<file path="src/rtl/mem_access_unit.sv">
// Load/store unit between the CPU and a single-port word-addressed DMEM.
// Byte and halfword stores are done as read-modify-write of the containing word.
module mem_access_unit #(
    parameter int unsigned ADDR_W = 5
) (
    input  logic              clk,
    input  logic              rst,
    input  logic              req,
    input  logic              we,
    input  logic [1:0]        size,
    input  logic              sext,
    input  logic [31:0]       addr,
    input  logic [31:0]       wdata,
    output logic              ready,
    output logic              done,
    output logic              err,
    output logic [31:0]       rdata,
    output logic              dm_ena,
    output logic              dm_wena,
    output logic [ADDR_W-1:0] dm_addr,
    output logic [31:0]       dm_wdata,
    input  logic [31:0]       dm_rdata
);

    typedef enum logic [1:0] {
        IDLE,
        RD,
        WR,
        DONE
    } state_t;

    state_t state;
    state_t state_nxt;

    logic              we_q;
    logic [1:0]        size_q;
    logic              sext_q;
    logic [ADDR_W+1:0] addr_q;
    logic [31:0]       wdata_q;
    logic [31:0]       old_q;
    logic [31:0]       rdata_q;
    logic              err_q;

    logic              req_bad;
    logic [7:0]        byte_v;
    logic [15:0]       half_v;
    logic [31:0]       load_val;
    logic [31:0]       merged;

    // Request legality: illegal size, misalignment, or address beyond DMEM.
    always_comb begin
        req_bad = 1'b0;
        if (size == 2'b11)
            req_bad = 1'b1;
        if (size == 2'b01 && addr[0])
            req_bad = 1'b1;
        if (size == 2'b10 && addr[1:0] != 2'b00)
            req_bad = 1'b1;
        if (|addr[31:ADDR_W+2])
            req_bad = 1'b1;
    end

    // Next-state: loads and sub-word stores read first; word stores write directly.
    always_comb begin
        state_nxt = state;
        case (state)
            IDLE: begin
                if (req) begin
                    if (req_bad)
                        state_nxt = DONE;
                    else if (we && size == 2'b10)
                        state_nxt = WR;
                    else
                        state_nxt = RD;
                end
            end
            RD:      state_nxt = we_q ? WR : DONE;
            WR:      state_nxt = DONE;
            DONE:    state_nxt = IDLE;
            default: state_nxt = IDLE;
        endcase
    end

    // Lane extraction and extension of the word read from DMEM.
    always_comb begin
        byte_v   = dm_rdata[{addr_q[1:0], 3'b000} +: 8];
        half_v   = dm_rdata[{addr_q[1], 4'b0000} +: 16];
        load_val = dm_rdata;
        case (size_q)
            2'b00:   load_val = {{24{sext_q & byte_v[7]}}, byte_v};
            2'b01:   load_val = {{16{sext_q & half_v[15]}}, half_v};
            default: load_val = dm_rdata;
        endcase
    end

    // Store data: old word with the addressed lane replaced, or the full word.
    always_comb begin
        merged = old_q;
        case (size_q)
            2'b00:   merged[{addr_q[1:0], 3'b000} +: 8] = wdata_q[7:0];
            2'b01:   merged[{addr_q[1], 4'b0000} +: 16] = wdata_q[15:0];
            default: merged = wdata_q;
        endcase
    end

    // State register, request capture and load-result register.
    always_ff @(posedge clk) begin
        if (rst) begin
            state   <= IDLE;
            we_q    <= 1'b0;
            size_q  <= '0;
            sext_q  <= 1'b0;
            addr_q  <= '0;
            wdata_q <= '0;
            old_q   <= '0;
            rdata_q <= '0;
            err_q   <= 1'b0;
        end else begin
            state <= state_nxt;
            case (state)
                IDLE: begin
                    if (req) begin
                        we_q    <= we;
                        size_q  <= size;
                        sext_q  <= sext;
                        addr_q  <= addr[ADDR_W+1:0];
                        wdata_q <= wdata;
                        err_q   <= req_bad;
                    end
                end
                RD: begin
                    old_q <= dm_rdata;
                    if (!we_q)
                        rdata_q <= load_val;
                end
                default: ;
            endcase
        end
    end

    // DMEM strobes are gated by rst so an aborted write never reaches memory.
    always_comb begin
        ready    = (state == IDLE);
        done     = (state == DONE);
        err      = (state == DONE) && err_q;
        rdata    = rdata_q;
        dm_ena   = !rst && (state == RD || state == WR);
        dm_wena  = !rst && (state == WR);
        dm_addr  = '0;
        dm_wdata = '0;
        if (state == RD || state == WR)
            dm_addr = addr_q[ADDR_W+1:2];
        if (state == WR)
            dm_wdata = merged;
    end

endmodule

</file>
<file path="config.mk">
export PLATFORM = sky130hd
export DESIGN_NAME = mem_access_unit
export DESIGN_NICKNAME = d
export VERILOG_FILES = /design/src/rtl/mem_access_unit.sv
export SDC_FILE = /design/constraint.sdc
export NUM_CORES = 1
export LEC_CHECK = 0
export ABC_AREA = 1
export CAP_MARGIN = 10
export CORE_ASPECT_RATIO = 1.2
export CORE_UTILIZATION = 51
export DETAILED_ROUTE_END_ITERATION = 16
export GPL_ROUTABILITY_DRIVEN = 0
export PLACE_DENSITY = 0.86
export SLEW_MARGIN = 20
export SYNTH_ARGS = -nofsm -noshare
export SYNTH_HDL_FRONTEND = slang
export SYNTH_SLANG_ARGS = --single-unit
</file>
<file path="constraint.sdc">
create_clock -name clk -period 5.2 [get_ports clk]
set_input_delay 1.04 -clock clk [delete_from_list [all_inputs] [get_ports clk]]
set_output_delay 1.04 -clock clk [all_outputs]
set_load 0.03 [all_outputs]
</file>
## Word level (Yosys, flattened, before mapping)

Cells that the tools add are included.

- Bits of input ports: 103
- Bits in registers: 110
- Output and inout bits: 74
- Word-level logic and storage cells: 57

- $add $sub $neg: 2
- Shifts and indexed selects: 6
- Mux-type cells: 15
- Bitwise gates (word level): 3
- Equality and inequality tests: 8
- Reductions and logical operators: 14

Operators by type and width:

| operator | count |
|---|---|
| case mux 32 bit (2 select lines) | 2 |
| bitwise mux 32 bit | 2 |
| two-way mux 32 bit | 1 |
| variable shift 16 x 7 -> 32 bit (first input constant) | 1 |
| variable shift 8 x 7 -> 32 bit (first input constant) | 1 |
| variable part select 16 x 7 -> 32 bit | 1 |
| variable part select 32 x 6 -> 16 bit | 1 |
| variable part select 32 x 6 -> 8 bit | 1 |
| variable part select 8 x 7 -> 32 bit | 1 |
| OR reduction 25 bit | 1 |
| negator 5 -> 7 bit | 2 |
| == test 2 bit (second input constant) | 4 |
| case mux 2 bit (4 select lines) | 1 |
| == test 2 x 1 -> 1 bit (second input constant) | 3 |
| logical AND 1 bit | 6 |
| two-way mux 2 bit | 3 |
| two-way mux 1 bit | 5 |
| two-way mux 5 bit | 1 |
| logical NOT 2 bit | 2 |
| AND reduction 2 bit | 2 |
| bitwise AND 1 bit | 2 |
| inequality test 2 bit (second input constant) | 1 |
| nonzero test 2 bit | 1 |
| logical NOT 1 bit | 1 |
| 2 further kinds | 2 |

## Longest topological paths before layout

- Depth in word-level cells: 8
- Mapped depth: 11
- Mapped depth without buffers: 9

## Least setup slack after synthesis

OpenSTA, ideal clock, no wires.

- Kind: register to output
- Start: register addr_q[1]
- End: output dm_wdata[0]
- Stages on the path, launching flop included: 8
- Buffers on the path: 1
- Data required time: 4.160 ns
- Arrival time: 2.369 ns
- Slack: 1.791 ns
- Path through: dfxtp_1 > inv_2 > clkbuf_1 > ha_1 > clkinv_1 > nor3_2 > nand3_1 > a211oi_1

- Longest elaborated chain between the ends: 5
- Elaborated cells between the ends (all ways): 10
- Those cells by class: add/sub: 2; shift: 4; mux: 4

RTL lines:

| item | line | text |
|---|---|---|
| start, declared | 38 | `logic [ADDR_W+1:0] addr_q;` |
| start signal, assigned | 126 | `addr_q <= addr[ADDR_W+1:0];` |
| negator 5 -> 7 bit (on tied branches) | 101, 100 |  |
| variable part select 16 x 7 -> 32 bit, or another cell as far along | 101 | `2'b01: merged[{addr_q[1], 4'b0000} +: 16] = wdata_q[15:0];` |
| bitwise mux 32 bit (on tied branches) | 101, 100 |  |
| case mux 32 bit (2 select lines) * | 99 | `case (size_q)` |
| two-way mux 32 bit * | 153 | `if (state == WR)` |
| end, declared | 21 | `output logic [31:0] dm_wdata,` |

Mark *: on every way between the ends. The rest lies on a longest branch, timed or not.

## Final worst setup path

- Start: register addr_q[0]
- End: output dm_wdata[8]

- Longest elaborated chain between the ends: 5
- Elaborated cells between the ends (all ways): 6
- Those cells by class: add/sub: 1; shift: 2; mux: 3

RTL lines:

| item | line | text |
|---|---|---|
| negator 5 -> 7 bit * | 100 | `2'b00: merged[{addr_q[1:0], 3'b000} +: 8] = wdata_q[7:0];` |
| variable part select 8 x 7 -> 32 bit or variable shift 8 x 7 -> 32 bit (tied branches) | 100 |  |
| bitwise mux 32 bit * | 100 |  |
| case mux 32 bit (2 select lines) * | 99 |  |
| two-way mux 32 bit * | 153 |  |

Marked as above.

==> report_table.html <==
<table>
<tr><th>Metric</th><th>Value</th></tr>
<tr><th colspan="2">Status</th></tr>
<tr><td>Outcome</td><td>finished clean</td></tr>
<tr><th colspan="2">Timing</th></tr>
<tr><td>Accumulated negative setup slack</td><td>0 ns</td></tr>
<tr><td>Worst-margin pin slew</td><td>0.9378 ns</td></tr>
<tr><td>Min Clock Period, post-route</td><td>4.549 ns</td></tr>
<tr><td>Total count of hold-check failures in the final report</td><td>0</td></tr>
<tr><td>Finish-stage setup viols</td><td>0</td></tr>
<tr><td>Layout Skew</td><td>0.01079 ns</td></tr>
<tr><td>Slew Limit Headroom</td><td>37.41%</td></tr>
<tr><td>Post-route clock period utilization</td><td>87.48%</td></tr>
<tr><td>Final count of pins violating max slew</td><td>0</td></tr>
<tr><td>RSZ-0062 raised after global routing</td><td>false</td></tr>
<tr><td>Max Clk Rate</td><td>219.8 MHz</td></tr>
<tr><th colspan="2">Synth</th></tr>
<tr><td>Proportion of synthesized chip area in sequential cells</td><td>37.57%</td></tr>
<tr><td>Post-synthesis register bit count</td><td>110</td></tr>
<tr><td>Cell types with the largest area share after synthesis</td><td>dfxtp_1, o21ai_0, a21oi_1, nand2_1, nor2_1</td></tr>
<tr><td>Total number of yosys warnings</td><td>0</td></tr>
<tr><td>Most common flop cell mapped by yosys</td><td>dfxtp_1</td></tr>
<tr><td>Most frequent cells after synthesis</td><td>o21ai_0, nand2_1, nor2_1, a21oi_1, dfxtp_1</td></tr>
<tr><td>Mean cell area of the mapped netlist</td><td>6.683 sq um</td></tr>
<tr><td>Synth cell types</td><td>31</td></tr>
<tr><td>Async set-reset flop share out of synthesis</td><td>0%</td></tr>
<tr><td>Cell type with the highest aggregate area in the netlist</td><td>dfxtp_1</td></tr>
<tr><td>Post-Syn Instances</td><td>877</td></tr>
<tr><td>Post-Synthesis Cell Area</td><td>just under 6000 sq um</td></tr>
<tr><td>EDFF count, synth</td><td>0</td></tr>
<tr><td>Number of nets produced by synthesis</td><td>989</td></tr>
<tr><td>Count leader, synth</td><td>o21ai_0</td></tr>
<tr><td>Area share of the largest cell type after synthesis</td><td>37.57%</td></tr>
<tr><th colspan="2">Setup path</th></tr>
<tr><td>Startpoint types</td><td>flip-flop</td></tr>
<tr><td>Endpoint class of the critical path</td><td>output port</td></tr>
<tr><td>Most frequent cell on the critical path</td><td>nand2_1</td></tr>
<tr><td>Worst path required time</td><td>4.16 ns</td></tr>
<tr><td>R2R Path End</td><td>rdata[1]$_SDFFE_PP0P_</td></tr>
<tr><td>Data arrival at the endpoint of the critical path</td><td>3.51 ns</td></tr>
<tr><td>Critical Path Slowest Stage Cell</td><td>clkdlybuf4s50_1</td></tr>
<tr><td>Destination of the critical timing path</td><td>dm_wdata[8]</td></tr>
<tr><td>Critical path type</td><td>flip-flop to output port</td></tr>
<tr><td>Delay of the slowest cell on the worst path</td><td>0.73 ns</td></tr>
<tr><td>Origin of the worst setup path</td><td>addr_q[0]$_SDFFE_PP0P_</td></tr>
<tr><td>Worst-path cell chain</td><td>inv_1 -&gt; ha_1 -&gt; clkinv_1 -&gt; nor2_1 -&gt; nand2_1 -&gt; o22ai_1 -&gt; nand2_1 -&gt; a21oi_1 -&gt; clkdlybuf4s50_1</td></tr>
<tr><td>Worst Reg-to-Reg Cells</td><td>11</td></tr>
<tr><td>Crit Reg-Reg Startpoint</td><td>state[1]$_SDFFE_PP0P_</td></tr>
<tr><td>Critical path peak fanout</td><td>14</td></tr>
<tr><td>Reg-to-reg slack, setup</td><td>approximately 2.4 ns</td></tr>
<tr><th colspan="2">Placed design</th></tr>
<tr><td>Hpwl dp</td><td>between 10000 and 15000 um</td></tr>
<tr><td>Placed cell areas</td><td>7615 sq um</td></tr>
<tr><td>Inst Count DP</td><td>1158</td></tr>
<tr><td>Port-buffer cells</td><td>176</td></tr>
<tr><th colspan="2">Die</th></tr>
<tr><td>Floorplan die width</td><td>99.86 um</td></tr>
<tr><td>Area inside the core boundary</td><td>11090 sq um</td></tr>
<tr><td>Number of standard-cell rows in the floorplan</td><td>42</td></tr>
<tr><td>Initial Util</td><td>52.85%</td></tr>
<tr><td>Die H</td><td>119.4 um</td></tr>
<tr><td>I/O pin count</td><td>177</td></tr>
<tr><td>Die outline area</td><td>around 12000 sq um</td></tr>
<tr><th colspan="2">Final layout</th></tr>
<tr><td>ANT cells</td><td>0</td></tr>
<tr><td>Share of final-layout standard cells stronger than drive strength 1</td><td>approximately 5.0%</td></tr>
<tr><td>Final Net Count</td><td>roughly 1100</td></tr>
<tr><td>Post-Layout Inst Area</td><td>7915 sq um</td></tr>
<tr><td>Non-filler instance count after layout</td><td>1174</td></tr>
<tr><td>Layout area overhead</td><td>35.06%</td></tr>
<tr><th colspan="2">Global routing</th></tr>
<tr><td>Overall routing resource usage</td><td>31.67%</td></tr>
<tr><td>Number of antenna violations at the first check in global routing</td><td>0</td></tr>
<tr><td>Remaining Overflow, GRT</td><td>0</td></tr>
<tr><td>Largest net degree at the start of global routing</td><td>57</td></tr>
<tr><td>First-pass GRT wire length</td><td>between 20000 and 30000 um</td></tr>
<tr><td>Via count of the first global-routing pass</td><td>between 6000 and 7000</td></tr>
<tr><th colspan="2">Clocking</th></tr>
<tr><td>Clock buffers created by TritonCTS</td><td>9</td></tr>
<tr><td>CTS sink count</td><td>110</td></tr>
<tr><td>Post-CTS Repair Setup Buffers</td><td>0</td></tr>
<tr><td>Resized cells post-CTS</td><td>0</td></tr>
<tr><td>CTS Hold Buffers Added</td><td>0</td></tr>
<tr><td>H-tree depth</td><td>3</td></tr>
<tr><td>Clock Path Buffers</td><td>2</td></tr>
<tr><td>Clock root buffer master</td><td>clkbuf_16</td></tr>
<tr><td>Clock latency on the worst-skew pair</td><td>about 0.35 ns</td></tr>
<tr><td>Reg clk slew, reported paths</td><td>about 0.070 ns</td></tr>
<tr><td>Clock tree from TritonCTS</td><td>yes</td></tr>
<tr><th colspan="2">Route</th></tr>
<tr><td>Initial detailed-routing violation count</td><td>649</td></tr>
<tr><td>Post-detailed-route count of antenna-violating nets</td><td>0</td></tr>
<tr><td>Number of remaining DRC errors</td><td>0</td></tr>
<tr><td>Number of iterations in the first detailed-routing pass</td><td>6</td></tr>
<tr><td>Total wirelength of the detailed-routed design</td><td>18910 um</td></tr>
<tr><td>Routed via count</td><td>6655</td></tr>
<tr><td>DR WL/cell</td><td>approximately 16 um</td></tr>
<tr><td>Avg Vias per Cell</td><td>5.669</td></tr>
<tr><th colspan="2">Power and ir drop</th></tr>
<tr><td>Ratio of total power to cell area</td><td>439.7 nW/um^2</td></tr>
<tr><td>Total power consumption of the routed design</td><td>roughly 3.5 mW</td></tr>
<tr><td>Largest vdd supply drop</td><td>0.2474 mV</td></tr>
<tr><td>Leak</td><td>3.053 nW</td></tr>
<tr><th colspan="2">Run</th></tr>
<tr><td>Number of max-cap violations</td><td>0</td></tr>
<tr><th colspan="2">Min path</th></tr>
<tr><td>Hold Path Class</td><td>flip-flop to flip-flop</td></tr>
</table>
[power breakdown]
| group | internal (mW) | switching [mW] | leakage, nW |
|---|---|---|---|
| clock | 0.389 | 0.315 | 0.139 |
| sequential | 1.06 | 0.154 | 0.907 |
| combinational | 0.556 | 1.01 | 2.01 |
| total | 2.00 | 1.48 | 3.05 |
[how the worst min path moves through the flow]
stage / start / end / slack, ns / cells after the start
floorplan: err_q$_SDFFE_PP0P_ / err_q$_SDFFE_PP0P_ / 0.44 / 2
global placement: err_q$_SDFFE_PP0P_ / err_q$_SDFFE_PP0P_ / 0.46 / 2
detailed placement: err_q$_SDFFE_PP0P_ / err_q$_SDFFE_PP0P_ / 0.46 / 2
CTS: err_q$_SDFFE_PP0P_ / err_q$_SDFFE_PP0P_ / 0.47 / 2
global route: err_q$_SDFFE_PP0P_ / err_q$_SDFFE_PP0P_ / 0.49 / 2
finish: err_q$_SDFFE_PP0P_ / err_q$_SDFFE_PP0P_ / 0.47 / 2
[stage by stage]
step | util, % | setup WS, ns | hold WS (ns)
after floorplan | - | 1.791 | 0.4443
after global placement | 68.68 | 1.231 | 0.4570
after detailed placement | 68.68 | 1.130 | 0.4650
after CTS | 71.38 | 0.7528 | 0.4747
after global routing | 71.38 | 0.4506 | 0.4913
final | 71.38 | 0.6509 | 0.4717
[placed cells by master (no fill, tap or decap), drive strengths merged, types with 2 or more instances in the layout]
cell type,netlist,layout
nand4,7,7
a22oi,7,7
inv,84,86
buf,19,8
nand3,28,28
dfxtp,110,110
ha,9,9
nor2,127,127
a31oi,10,10
clkdlybuf4s50,0,176
o21ai,134,134
clkinv,5,4
nand2,135,135
a21oi,121,121
o22ai,25,25
clkinvlp,0,2
a211oi,8,8
clkbuf,38,12
o211ai,7,7
[flip-flops by register name, indices dropped and copies added, names as in the netlist]
name / cells
addr_q: 7
err_q: 1
old_q: 32
rdata: 32
sext_q: 1
size_q: 2
state: 2
wdata_q: 32
we_q: 1
[per-layer routing]
metal	vias to the layer above	share of wire (%)	track usage [%]
met2	364	48	52.76
met1	2992	38	38.33
met3	93	8.5	6.455
met5	-	0	0
met4	0	5.3	16.08
li1	3206	-	-
[cell type report]
| type | instances | area [sq um] |
|---|---|---|
| Tap cell | 154 | 192.7 |
| Clock buffer | 12 | 246.5 |
| Sequential cell | 110 | 2202 |
| Clock inverter | 4 | 53.80 |
| Multi-Input combinational cell | 621 | 3062 |
| Fill cell | 895 | 3173 |
| Timing Repair Buffer | 184 | 1822 |
| Inverter | 89 | 336.6 |
[cell families after synthesis]
family / after synthesis / synth area share (%)
AOI/OAI and AO/OA: 313 / 29.38
and+or+nand+nor: 298 / 20.77
buffers and inverters: 146 / 10.18
DFF: 110 / 37.57
adders and majority gates: 9 / 1.921
muxes: 1 / 0.1708
[critical path, delay by kind of cell, from the launching register on]
family	cells	cell delay, ns
simple gates	3	0.51
flops	1	0.62
buf+inv	3	1.22
fa+ha+maj	1	0.34
compound gates	2	0.45
No activity file was read; power rests on OpenSTA's default activity.
